<file path="config.mk">
export PLATFORM = sky130hd
export DESIGN_NAME = spi_cmd_decoder
export DESIGN_NICKNAME = d
export VERILOG_FILES = /design/src/rtl/spi_cmd_decoder_pkg.sv /design/src/rtl/spi_sync_edge.sv /design/src/rtl/spi_cmd_decoder.sv
export SDC_FILE = /design/constraint.sdc
export NUM_CORES = 1
export LEC_CHECK = 0
export CORE_MARGIN = 4
export CORE_UTILIZATION = 47
export DETAILED_ROUTE_END_ITERATION = 16
export GPL_TIMING_DRIVEN = 0
export PLACE_DENSITY = 0.67
export SLEW_MARGIN = 20
export SYNTH_ARGS = -nofsm -noshare
export SYNTH_HDL_FRONTEND = slang
export SYNTH_SLANG_ARGS = --single-unit
</file>
<file path="constraint.sdc">
create_clock -name i_clk -period 5.3 [get_ports i_clk]
set_clock_uncertainty 0.1 [all_clocks]
set_input_delay 1.59 -clock i_clk [delete_from_list [all_inputs] [get_ports i_clk]]
set_output_delay 1.59 -clock i_clk [all_outputs]
set_load 0.02 [all_outputs]
</file>
<file path="src/rtl/spi_cmd_decoder_pkg.sv">
// spi_cmd_decoder_pkg: opcodes, frame lengths and FSM encoding for the SPI note-command decoder
package spi_cmd_decoder_pkg;
    localparam logic [7:0] OP_NOTE_ON  = 8'h01;
    localparam logic [7:0] OP_NOTE_OFF = 8'h02;
    localparam logic [7:0] OP_RETUNE   = 8'h03;
    localparam logic [2:0] LEN_NOTE_ON  = 3'd7;
    localparam logic [2:0] LEN_NOTE_OFF = 3'd2;
    localparam logic [2:0] LEN_RETUNE   = 3'd6;
    typedef enum logic [2:0] {ST_IDLE, ST_OPCODE, ST_PAYLOAD, ST_DONE, ST_SKIP} state_t;
    // Zero marks an opcode the decoder does not understand
    function automatic logic [2:0] frame_len(input logic [7:0] op);
        return op == OP_NOTE_ON ? LEN_NOTE_ON : op == OP_NOTE_OFF ? LEN_NOTE_OFF :
               op == OP_RETUNE ? LEN_RETUNE : 3'd0;
    endfunction
endpackage

</file>
<file path="src/rtl/spi_sync_edge.sv">
// spi_sync_edge: multi-flop synchronizer with rise/fall detection on the synchronized level
module spi_sync_edge #(
    parameter int   STAGES  = 2,
    parameter logic RST_VAL = 1'b0
) (
    input  logic clk,
    input  logic rst_n,
    input  logic din,
    output logic level,
    output logic rise,
    output logic fall
);
    logic [STAGES-1:0] sync;
    logic prev;
    always_ff @(posedge clk or negedge rst_n) begin
        if (!rst_n) begin
            sync <= {STAGES{RST_VAL}};
            prev <= RST_VAL;
        end else begin
            sync <= {sync[STAGES-2:0], din};
            prev <= sync[STAGES-1];
        end
    end
    assign level = sync[STAGES-1];
    assign rise  = (level ^ prev) & level;
    assign fall  = (level ^ prev) & prev;
endmodule

</file>
<file path="src/rtl/spi_cmd_decoder.sv">
// spi_cmd_decoder: SPI mode-0 slave decoding note commands into the voice_controller command bus
module spi_cmd_decoder
    import spi_cmd_decoder_pkg::*;
#(
    parameter int SYNC_STAGES = 2,
    parameter int FRAME_CNT_W = 7
) (
    input  logic        i_clk,
    input  logic        i_reset,
    input  logic        i_sclk,
    input  logic        i_cs_n,
    input  logic        i_mosi,
    output logic        o_miso,
    output logic        o_SPI_flag_dds,
    output logic        o_SPI_flag_adsr,
    output logic [7:0]  o_SPI_voice_index,
    output logic [31:0] o_SPI_tuning_code,
    output logic [7:0]  o_SPI_velocity,
    output logic        o_SPI_note_status,
    output logic        o_frame_err
);
    localparam int STW = FRAME_CNT_W + 1;
    logic sclk_level, sclk_rise, sclk_fall, cs_level, cs_rise, cs_fall, mosi_level, mosi_rise, mosi_fall;
    logic unused_sync;
    state_t state, state_nxt;
    logic [2:0] bit_cnt, byte_cnt, len;
    logic [7:0] shreg, opcode, stg_voice, stg_vel, byte_in, nxt_voice, nxt_vel;
    logic [31:0] stg_tune, nxt_tune;
    logic byte_done, last_byte, op_valid, frame_done, abort, err_now, err_sticky, miso_act, miso_q;
    logic [FRAME_CNT_W-1:0] good_cnt;
    logic [STW-1:0] status_sr;

    spi_sync_edge #(.STAGES(SYNC_STAGES), .RST_VAL(1'b0)) u_sclk (.clk(i_clk), .rst_n(i_reset), .din(i_sclk),
        .level(sclk_level), .rise(sclk_rise), .fall(sclk_fall));
    spi_sync_edge #(.STAGES(SYNC_STAGES), .RST_VAL(1'b1)) u_cs (.clk(i_clk), .rst_n(i_reset), .din(i_cs_n),
        .level(cs_level), .rise(cs_rise), .fall(cs_fall));
    spi_sync_edge #(.STAGES(SYNC_STAGES), .RST_VAL(1'b0)) u_mosi (.clk(i_clk), .rst_n(i_reset), .din(i_mosi),
        .level(mosi_level), .rise(mosi_rise), .fall(mosi_fall));
    assign unused_sync = ^{sclk_level, mosi_rise, mosi_fall};

    always_ff @(posedge i_clk or negedge i_reset) begin
        if (!i_reset) state <= ST_IDLE;
        else          state <= state_nxt;
    end

    always_comb begin
        state_nxt = cs_rise ? ST_IDLE :
                    cs_fall ? ST_OPCODE :
                    state == ST_DONE ? ST_OPCODE :
                    (byte_done && state == ST_OPCODE) ? (op_valid ? ST_PAYLOAD : ST_SKIP) :
                    frame_done ? ST_DONE : state;
    end

    // The next staging value already includes the byte completing this cycle, so the
    // final byte of a frame can go straight to the outputs.
    always_comb begin
        byte_in    = {shreg[6:0], mosi_level};
        byte_done  = sclk_rise && bit_cnt == 3'd7 && (state == ST_OPCODE || state == ST_PAYLOAD);
        op_valid   = frame_len(byte_in) != 3'd0;
        len        = frame_len(opcode);
        last_byte  = state == ST_PAYLOAD && byte_cnt == len - 3'd1;
        frame_done = byte_done && last_byte && !cs_rise;
        abort      = cs_rise && (state == ST_PAYLOAD || (state == ST_OPCODE && bit_cnt != 3'd0));
        err_now    = abort || (byte_done && state == ST_OPCODE && !op_valid);
        nxt_voice  = byte_cnt == 3'd1 ? byte_in : stg_voice;
        nxt_tune   = (byte_cnt >= 3'd2 && byte_cnt <= 3'd5) ? {stg_tune[23:0], byte_in} : stg_tune;
        nxt_vel    = byte_cnt == 3'd6 ? byte_in : stg_vel;
    end

    always_ff @(posedge i_clk or negedge i_reset) begin
        if (!i_reset) begin
            bit_cnt           <= '0;
            byte_cnt          <= '0;
            shreg             <= '0;
            opcode            <= '0;
            stg_voice         <= '0;
            stg_tune          <= '0;
            stg_vel           <= '0;
            o_SPI_flag_dds    <= 1'b0;
            o_SPI_flag_adsr   <= 1'b0;
            o_SPI_voice_index <= '0;
            o_SPI_tuning_code <= '0;
            o_SPI_velocity    <= '0;
            o_SPI_note_status <= 1'b0;
            o_frame_err       <= 1'b0;
        end else begin
            o_SPI_flag_dds  <= frame_done && opcode != OP_NOTE_OFF;
            o_SPI_flag_adsr <= frame_done && opcode != OP_RETUNE;
            o_frame_err     <= err_now;
            if (cs_fall) begin
                bit_cnt  <= '0;
                byte_cnt <= '0;
            end else if (sclk_rise && (state == ST_OPCODE || state == ST_PAYLOAD)) begin
                shreg   <= byte_in;
                bit_cnt <= bit_cnt + 3'd1;
                if (byte_done) byte_cnt <= last_byte ? 3'd0 : byte_cnt + 3'd1;
            end
            if (byte_done && state == ST_OPCODE) begin
                opcode    <= byte_in;
                stg_voice <= '0;
                stg_tune  <= '0;
                stg_vel   <= '0;
            end else if (byte_done) begin
                stg_voice <= nxt_voice;
                stg_tune  <= nxt_tune;
                stg_vel   <= nxt_vel;
            end
            if (frame_done) begin
                o_SPI_voice_index <= nxt_voice;
                if (opcode != OP_NOTE_OFF) o_SPI_tuning_code <= nxt_tune;
                if (opcode == OP_NOTE_ON) o_SPI_velocity <= nxt_vel;
                if (opcode != OP_RETUNE) o_SPI_note_status <= opcode == OP_NOTE_ON;
            end
        end
    end

    // Status byte goes out only during the first byte after CS falls
    always_ff @(posedge i_clk or negedge i_reset) begin
        if (!i_reset) begin
            good_cnt   <= '0;
            err_sticky <= 1'b0;
            status_sr  <= '0;
            miso_q     <= 1'b0;
            miso_act   <= 1'b0;
        end else begin
            good_cnt   <= state == ST_DONE ? good_cnt + 1'b1 : good_cnt;
            err_sticky <= o_frame_err ? 1'b1 : cs_fall ? 1'b0 : err_sticky;
            if (cs_fall) begin
                status_sr <= {err_sticky, good_cnt};
                miso_q    <= err_sticky;
                miso_act  <= 1'b1;
            end else begin
                if (sclk_fall) begin
                    miso_q    <= miso_act & status_sr[STW-2];
                    status_sr <= status_sr << 1;
                end
                if (byte_done || cs_rise) miso_act <= 1'b0;
            end
        end
    end

    assign o_miso = miso_q & ~cs_level;
endmodule

</file>
==> results.md, run 1 <==
- First-pass GRT wire length: 23500 um
- Critical path capture point type: output port
- EDFF count, synth: 0
- Slew HR: 0.555
- Fillcell total: 1131
- Residual overflow from global routing: 0
- All-Layer GR Usage: 0.188
- Clock buffers created by TritonCTS: 17
- Core Footprint: 13300 um2
- Post-Synthesis Mean Instance Area: 11.1 um2
- Count of final hold-check violations: 0
- Final antenna diode count: 0
- Clk Latency, worst-skew pair: 0.42 ns
- Worst Hold Margin: 0.250 ns
- Maximum root-to-sink buffer count: 2
- Placer's final routability congestion estimate: 0.823
- Die span in x: 125 um
- Static power due to leakage: 3.43 nW
- Critical Path Slowest Stage Cell: sky130_fd_sc_hd__dfstp_2
- Power density over the cells: 352 nW/um2
- Antenna violations before repair: 0
- Net count after synthesis: 587
- Via density per instance: 5.35
- Via total after detailed routing: 4480
- Most common library cell in the layout ignoring fill and taps: sky130_fd_sc_hd__dfrtp_1
- Vertical die dimension: 125 um
- Max-cap violations: 0
- Sequential fraction of the synthesis area: 0.585
- Post-CTS repair timing setup buffer count: 0
- Start-to-end type of the worst setup path: reg -> out
- Post-Route WL: 13800 um
- Final setup violation count: 0
- Post-Synthesis Cells: 573
- Data arrival at the endpoint of the critical path: 1.56 ns
- Starting utilization of the core area: 0.480
- Pin count of the biggest net entering global routing: 98
- Critical path startpoint category: register
- Final-layout setup total negative slack: 0 ns
- Unrepaired setup endpoints after global routing: no
- Cells along the critical path: nor2b_1 -> clkdlybuf4s50_1
- Commonest non-fill, non-tap cells in the layout: 146 x sky130_fd_sc_hd__dfrtp_1, 98 x sky130_fd_sc_hd__nand2_1, 64 x sky130_fd_sc_hd__mux2i_1
- Register area: 3730 um2
- # nets final: 664
- Switching part of the total: 0.244
- Estimated wirelength of the detail-placed design: 9620 um
- Ports placed on the boundary: 58
- Worst-case setup margin in the final layout: 2.05 ns
- Final count of pins violating max slew: 0
- Post-cts hold buffer count: 0
- Core utilization of the finished layout: 0.586
- Comb power frac: 0.084
- Port Buf Inserts: 57
- Largest vdd supply drop: 189 uV
- Highest cell delay on the worst timing path: 0.56 ns
- Minimum clock period after layout: 3.25 ns
- Number of H-tree levels: 4
- Share of layout cells above drive strength 1: 0.121
- Worst slack after detailed placement: 2.48 ns
- Final worst path period share: 0.613
- Primary FF master, synth: sky130_fd_sc_hd__dfrtp_1
- CTS clock-pin slew for the worst setup and hold paths: 0.06 ns
- Synthesis-to-finish area growth: 22.1%
- WP data required: 3.61 ns
- Combined area of all synthesized cells: 6380 um2
- Least-Margin Pin Slew: 0.668 ns
- Outcome: completed
- Clock tree from TritonCTS: yes
- Flops & latches, synth: 149
- Core Rows: 42
- Total Die Area: 15500 um2
- Post-route ant nets: 0
- Multi-input gate area: 2420 um2
- Share of total power in the clock network: 0.429
- Remaining routing DRC violations: 0
- Hold WC Path Type: reg -> reg
- Maximum clock rate: 0.308 GHz
- Number of distinct library cells after synthesis: 47
- Count of yosys warnings during synthesis: 0
- Via count of the first global-routing pass: 4715
- Critical path peak fanout: 4
- Net switching power of the design: 670 uW
- Root Buffer Master: sky130_fd_sc_hd__clkbuf_16
- Int Power: 2.08 mW
- Detailed-router iteration count before antenna repair: 5
- Sequential group share of total power: 0.487
- DR WL/cell: 16.5 um
- Clk sinks: 149
- DRC marker count from the first detailed-route iteration: 214
- Fraction of synthesis flops using an asynchronous set or reset pin: 1.00
- Post-cts gate resize count: 0
[critical path, delay by kind of cell, from the launching register on]
family,cells,cell delay (ns)
buffers and inverters,1,0.53
flip-flops,1,0.56
AND/OR/NAND/NOR,1,0.05
[layer usage]
metal / vias to the layer above / global-route usage / part of all wire
li1: 2118 / - / -
met1: 2220 / 0.238 / 0.44
met2: 120 / 0.308 / 0.49
met3: 22 / 0.0515 / 0.047
met4: 0 / 0.0767 / 0.021
met5: - / 0 / 0
[logic make-up (layout without fill, tap and decap cells)]
group | count (synthesis) | count (layout) | share of synthesized area
compound gates | 115 | 115 | 0.0982
buf+inv | 49 | 138 | 0.0363
simple gates | 162 | 162 | 0.121
fa+ha+maj | 9 | 9 | 0.0176
mux | 81 | 81 | 0.132
flops | 149 | 149 | 0.585
xor+xnor | 8 | 8 | 0.0110
[cell type report]
| type | instances | share of cell area |
|---|---|---|
| Inverter | 20 | 0.00963 |
| Buffer | 29 | 0.0201 |
| Tap cell | 176 | 0.0283 |
| Timing Repair Buffer | 58 | 0.0774 |
| Clock inverter | 8 | 0.0127 |
| Clock buffer | 23 | 0.0626 |
| Multi-Input combinational cell | 375 | 0.310 |
| Sequential cell | 149 | 0.479 |
[power by group through the flow]
stage	Combinational (mW)	Clock, mW	Sequential (mW)
2_1_floorplan	0.170	0	1.31
3_3_place_gp	0.219	0	1.35
3_5_place_dp	0.233	0	1.35
4_1_cts	0.238	1.20	1.34
5_1_grt	0.268	1.26	1.35
6_report	0.232	1.18	1.34
[state kept, by name, indices dropped and copies added (netlist names), 3 cells and up]
| name | flops |
|---|---|
| bit_cnt | 3 |
| byte_cnt | 3 |
| good_cnt | 7 |
| o_SPI_tuning_code | 32 |
| o_SPI_velocity | 8 |
| o_SPI_voice_index | 8 |
| opcode | 8 |
| shreg | 7 |
| state | 3 |
| status_sr | 7 |
| stg_tune | 32 |
| stg_vel | 8 |
| stg_voice | 8 |
[Yosys cell counts (3+ instances only)]
cell / n / area, um2
sky130_fd_sc_hd__dfrtp_1: 146 / 3650
sky130_fd_sc_hd__nand2_1: 98 / 368
sky130_fd_sc_hd__mux2i_1: 64 / 641
sky130_fd_sc_hd__o21ai_0: 59 / 295
sky130_fd_sc_hd__o21ai_1: 33 / 165
sky130_fd_sc_hd__nor2_1: 21 / 78.8
sky130_fd_sc_hd__inv_1: 19 / 71.3
sky130_fd_sc_hd__clkbuf_1: 16 / 60.1
sky130_fd_sc_hd__mux2_2: 15 / 169
sky130_fd_sc_hd__a21oi_1: 12 / 60.1
sky130_fd_sc_hd__ha_1: 9 / 113
sky130_fd_sc_hd__nand3_1: 9 / 45.0
sky130_fd_sc_hd__buf_2: 8 / 40.0
sky130_fd_sc_hd__nor2b_1: 7 / 43.8
sky130_fd_sc_hd__buf_6: 5 / 56.3
sky130_fd_sc_hd__xnor2_1: 5 / 43.8
sky130_fd_sc_hd__dfstp_2: 3 / 78.8
sky130_fd_sc_hd__nand2b_1: 3 / 18.8
sky130_fd_sc_hd__nor3_2: 3 / 30.0
sky130_fd_sc_hd__xor2_1: 3 / 26.3
[metrics by stage]
| stage | instance area [um2] | power (mW) | instances |
|---|---|---|---|
| 4_1_cts | 7790 | 2.77 | 838 |
| 3_3_place_gp | 7170 | 1.57 | 806 |
| 2_1_floorplan | 6380 | 1.48 | 573 |
| 5_1_grt | 7790 | 2.88 | 838 |
| 6_report | 7790 | 2.75 | 838 |
| 3_5_place_dp | 7210 | 1.59 | 807 |
[worst paths after layout]
check / start / cells after the start / slack, ns / end
max: u_cs.sync[1] / 2 / 2.05 / o_miso
min: u_sclk.sync[0] / 0 / 0.25 / u_sclk.sync[1]
max reg2reg: byte_cnt[1] / 7 / 2.77 / stg_tune[7]
min reg2reg: u_sclk.sync[0] / 0 / 0.25 / u_sclk.sync[1]
max in group asynchronous: i_reset / 2 / 3.34 / u_mosi.sync[1]
min in group asynchronous: i_reset / 1 / 0.98 / o_SPI_tuning_code[28]
No activity file was read; power rests on OpenSTA's default activity.
==> run 2, diff against run 1 <==
==> constraint.sdc (replaced) <==
create_clock -name i_clk -period 3.2 [get_ports i_clk]
set_clock_uncertainty 0.1 [all_clocks]
set_input_delay 0.96 -clock i_clk [delete_from_list [all_inputs] [get_ports i_clk]]
set_output_delay 0.96 -clock i_clk [all_outputs]
set_load 0.02 [all_outputs]
==> results of run 2 <==
The final DEF is identical to that of run 1. Status: completed.
Main changes from that run: setup slack after placement 2.48 ns -> 0.695 ns; setup slack after layout 2.05 ns -> 0.584 ns; register-to-register setup slack 2.77 ns -> 0.67 ns; total power 2.75 mW -> 4.55 mW; worst IR drop on VDD 189 uV -> 313 uV
==> run 3, diff against run 2 <==
--- a/config.mk
+++ b/config.mk
@@ -9,7 +9,7 @@
 export CORE_UTILIZATION = 47
 export DETAILED_ROUTE_END_ITERATION = 16
 export GPL_TIMING_DRIVEN = 0
-export PLACE_DENSITY = 0.67
+export PLACE_DENSITY = 0.7
 export SLEW_MARGIN = 20
 export SYNTH_ARGS = -nofsm -noshare
 export SYNTH_HDL_FRONTEND = slang
==> constraint.sdc (replaced) <==
create_clock -name i_clk -period 2.1 [get_ports i_clk]
set_clock_uncertainty 0.1 [all_clocks]
set_input_delay 0.63 -clock i_clk [delete_from_list [all_inputs] [get_ports i_clk]]
set_output_delay 0.63 -clock i_clk [all_outputs]
set_load 0.02 [all_outputs]
==> results.md, run 3 (same netlist as run 1, synthesis figures left out) <==
- Final antenna diode count: 0 (unchanged)
- Violated checks: negative setup slack
- Number of H-tree levels: 4 (unchanged)
- Starting utilization of the core area: 0.480 (unchanged)
- First-pass GRT wire length: 24100 um (was 23500 um)
- Commonest non-fill, non-tap cells in the layout: 144 x sky130_fd_sc_hd__dfrtp_1, 80 x sky130_fd_sc_hd__nand2_1, 56 x sky130_fd_sc_hd__o21ai_0, 56 x sky130_fd_sc_hd__mux2i_1, 51 x sky130_fd_sc_hd__dlygate4sd2_1 (was 146 x sky130_fd_sc_hd__dfrtp_1, 98 x sky130_fd_sc_hd__nand2_1, 64 x sky130_fd_sc_hd__mux2i_1)
- Placer's final routability congestion estimate: 0.808 (was 0.823)
- Final setup violation count: 57 (was 0)
- Ports placed on the boundary: 58 (unchanged)
- Die span in x: 125 um (unchanged)
- Critical path peak fanout: 9 (was 4)
- Pin count of the biggest net entering global routing: 89 (was 98)
- Kind of cell adding the most delay to the critical path: simple AND/OR/NAND/NOR gates (was flip-flops)
- Core Footprint: 13300 um2 (unchanged)
- Highest cell delay on the worst timing path: 0.52 ns (was 0.56 ns)
- Unrepaired setup endpoints after global routing: yes (was no)
- CTS clock-pin slew for the worst setup and hold paths: 0.06 ns (about the same)
- Start-to-end type of the worst setup path: reg -> reg (was reg -> out)
- Cell area after placement: 7270 um2 (was 7210 um2)
- Port Buf Inserts: 57 (unchanged)
- Synthesis-to-finish area growth: 30.4% (was 22.1%)
- Via count of the first global-routing pass: 4734 (was 4715)
- CP dominant cell by count: sky130_fd_sc_hd__nor4_4
- Post-Route WL: 14200 um (was 13800 um)
- Number of buffers and inverters on the critical path: 1 (unchanged)
- Estimated wirelength of the detail-placed design: 9400 um (was 9620 um)
- Post-cts hold buffer count: 0 (unchanged)
- Clock buffers created by TritonCTS: 17 (unchanged)
- Worst slack after detailed placement: -0.340 ns (was 0.695 ns)
- Residual overflow from global routing: 0 (unchanged)
- Root Buffer Master: sky130_fd_sc_hd__clkbuf_16 (unchanged)
- Clk sinks: 149 (unchanged)
- Via density per instance: 5.30 (was 5.35)
- Hold WC Path Type: in -> async (was reg -> reg)
- Antenna violations before repair: 0 (unchanged)
- Most common library cell in the layout ignoring fill and taps: sky130_fd_sc_hd__dfrtp_1 (unchanged)
- Non-filler cells, final: 855 (was 838)
- Share of layout cells above drive strength 1: 0.230 (was 0.121)
- Clock tree from TritonCTS: yes (unchanged)
- Static power due to leakage: 3.96 nW (was 3.43 nW)
- Cells along the critical path: nor4_4 -> nand4_1 -> and2_4 -> or4_4 -> nor4_4 -> buf_6 -> mux2i_1 (was nor2b_1 -> clkdlybuf4s50_1)
- Data arrival at the endpoint of the critical path: 2.64 ns (was 1.56 ns)
- Clk Latency, worst-skew pair: 0.43 ns (was 0.42 ns)
- Minimum clock period after layout: 2.40 ns
- Max-cap violations: 0 (unchanged)
- Maximum clock rate: 0.416 GHz
- Via total after detailed routing: 4531 (was 4480)
- Remaining routing DRC violations: 0 (unchanged)
- Critical path capture point type: register (was output port)
- Inst Count DP: 807 (unchanged)
- Maximum root-to-sink buffer count: 2 (unchanged)
- Vertical die dimension: 125 um (unchanged)
- Final worst path period share: 1.14
- Post-route ant nets: 0 (unchanged)
- Final non-filler cell area: 8320 um2 (was 7790 um2)
- Final Power: 7.21 mW (was 4.55 mW)
- # nets final: 680 (was 664)
- Worst Hold Margin: 0.0982 ns (was 0.250 ns)
- Top flop regs: o_SPI_tuning_code x32, stg_tune x32 (unchanged)
- Core Rows: 42 (unchanged)
- Final count of pins violating max slew: 0 (unchanged)
- Outcome: finished with violations (was completed)
- DR WL/cell: 16.6 um (was 16.5 um)
- Power density over the cells: 866 nW/um2 (was 584 nW/um2)
- Largest vdd supply drop: 548 uV (was 313 uV)
- Critical Path Slowest Stage Cell: sky130_fd_sc_hd__or4_4 (was sky130_fd_sc_hd__dfstp_2)
- Critical path startpoint category: register (unchanged)
- All-Layer GR Usage: 0.193 (was 0.188)
- Total Die Area: 15500 um2 (unchanged)
- DRC marker count from the first detailed-route iteration: 403 (was 214)
- Worst-case setup margin in the final layout: -0.304 ns (was 0.584 ns)
- Detailed-router iteration count before antenna repair: 5 (unchanged)
- Count of final hold-check violations: 0 (unchanged)
- WP data required: 2.34 ns (was 2.14 ns)
- Least-Margin Pin Slew: 0.656 ns (was 0.668 ns)
- Slew HR: 0.563 (was 0.555)
run 3: area by class of cell:
class | count | area (um2)
buffer | 28 | 225
clock buffer | 23 | 488
clock inverter | 9 | 148
fill | 1021 | 4970
inverter | 20 | 75.1
multi-input combinational | 375 | 2630
sequential | 149 | 3730
tap | 176 | 220
timing repair buffer | 75 | 801
run 3: power breakdown:
group	switching (mW)	internal, mW	total, mW	leakage [nW]
logic	0.303	0.290	0.593	1.62
registers	0.292	3.09	3.38	2.02
clock network	1.13	2.10	3.23	0.313
total	1.72	5.48	7.21	3.96
run 3: path summary, 6_finish.rpt:
kind	startpoint	end	slack [ns]	cells past startpoint
min	i_reset	stg_tune[26]	0.1	1
max in group asynchronous	i_reset	u_cs.sync[1]	1.03	2
min reg2reg	u_sclk.sync[0]	u_sclk.sync[1]	0.25	0
min in group i_clk	u_sclk.sync[0]	u_sclk.sync[1]	0.25	0
max	opcode[3]	o_SPI_velocity[4]	-0.30	7
max reg2reg	opcode[3]	o_SPI_velocity[4]	-0.30	7
run 3: metal layers:
layer / global-route usage / share of wire
met5: 0 / 0
met4: 0.0722 / 0.017
met3: 0.0450 / 0.037
met2: 0.329 / 0.51
met1: 0.239 / 0.43
run 3: timing repair:
item                                    4_1_cts  5_1_grt
endpoints found under the setup margin      169      108
resized for setup                           111       27
cloned                                        5        0
buffers inserted                              8        4
pin swaps                                    31        2
run 3: metrics by stage:
stage | setup TNS (ns) | util
final | -10.50 | 0.626
after global routing | -15.52 | 0.626
after CTS | -11.29 | 0.620
after detailed placement | -21.74 | 0.547
after global placement | -812.05 | 0.545
after floorplan | -0.832 | -
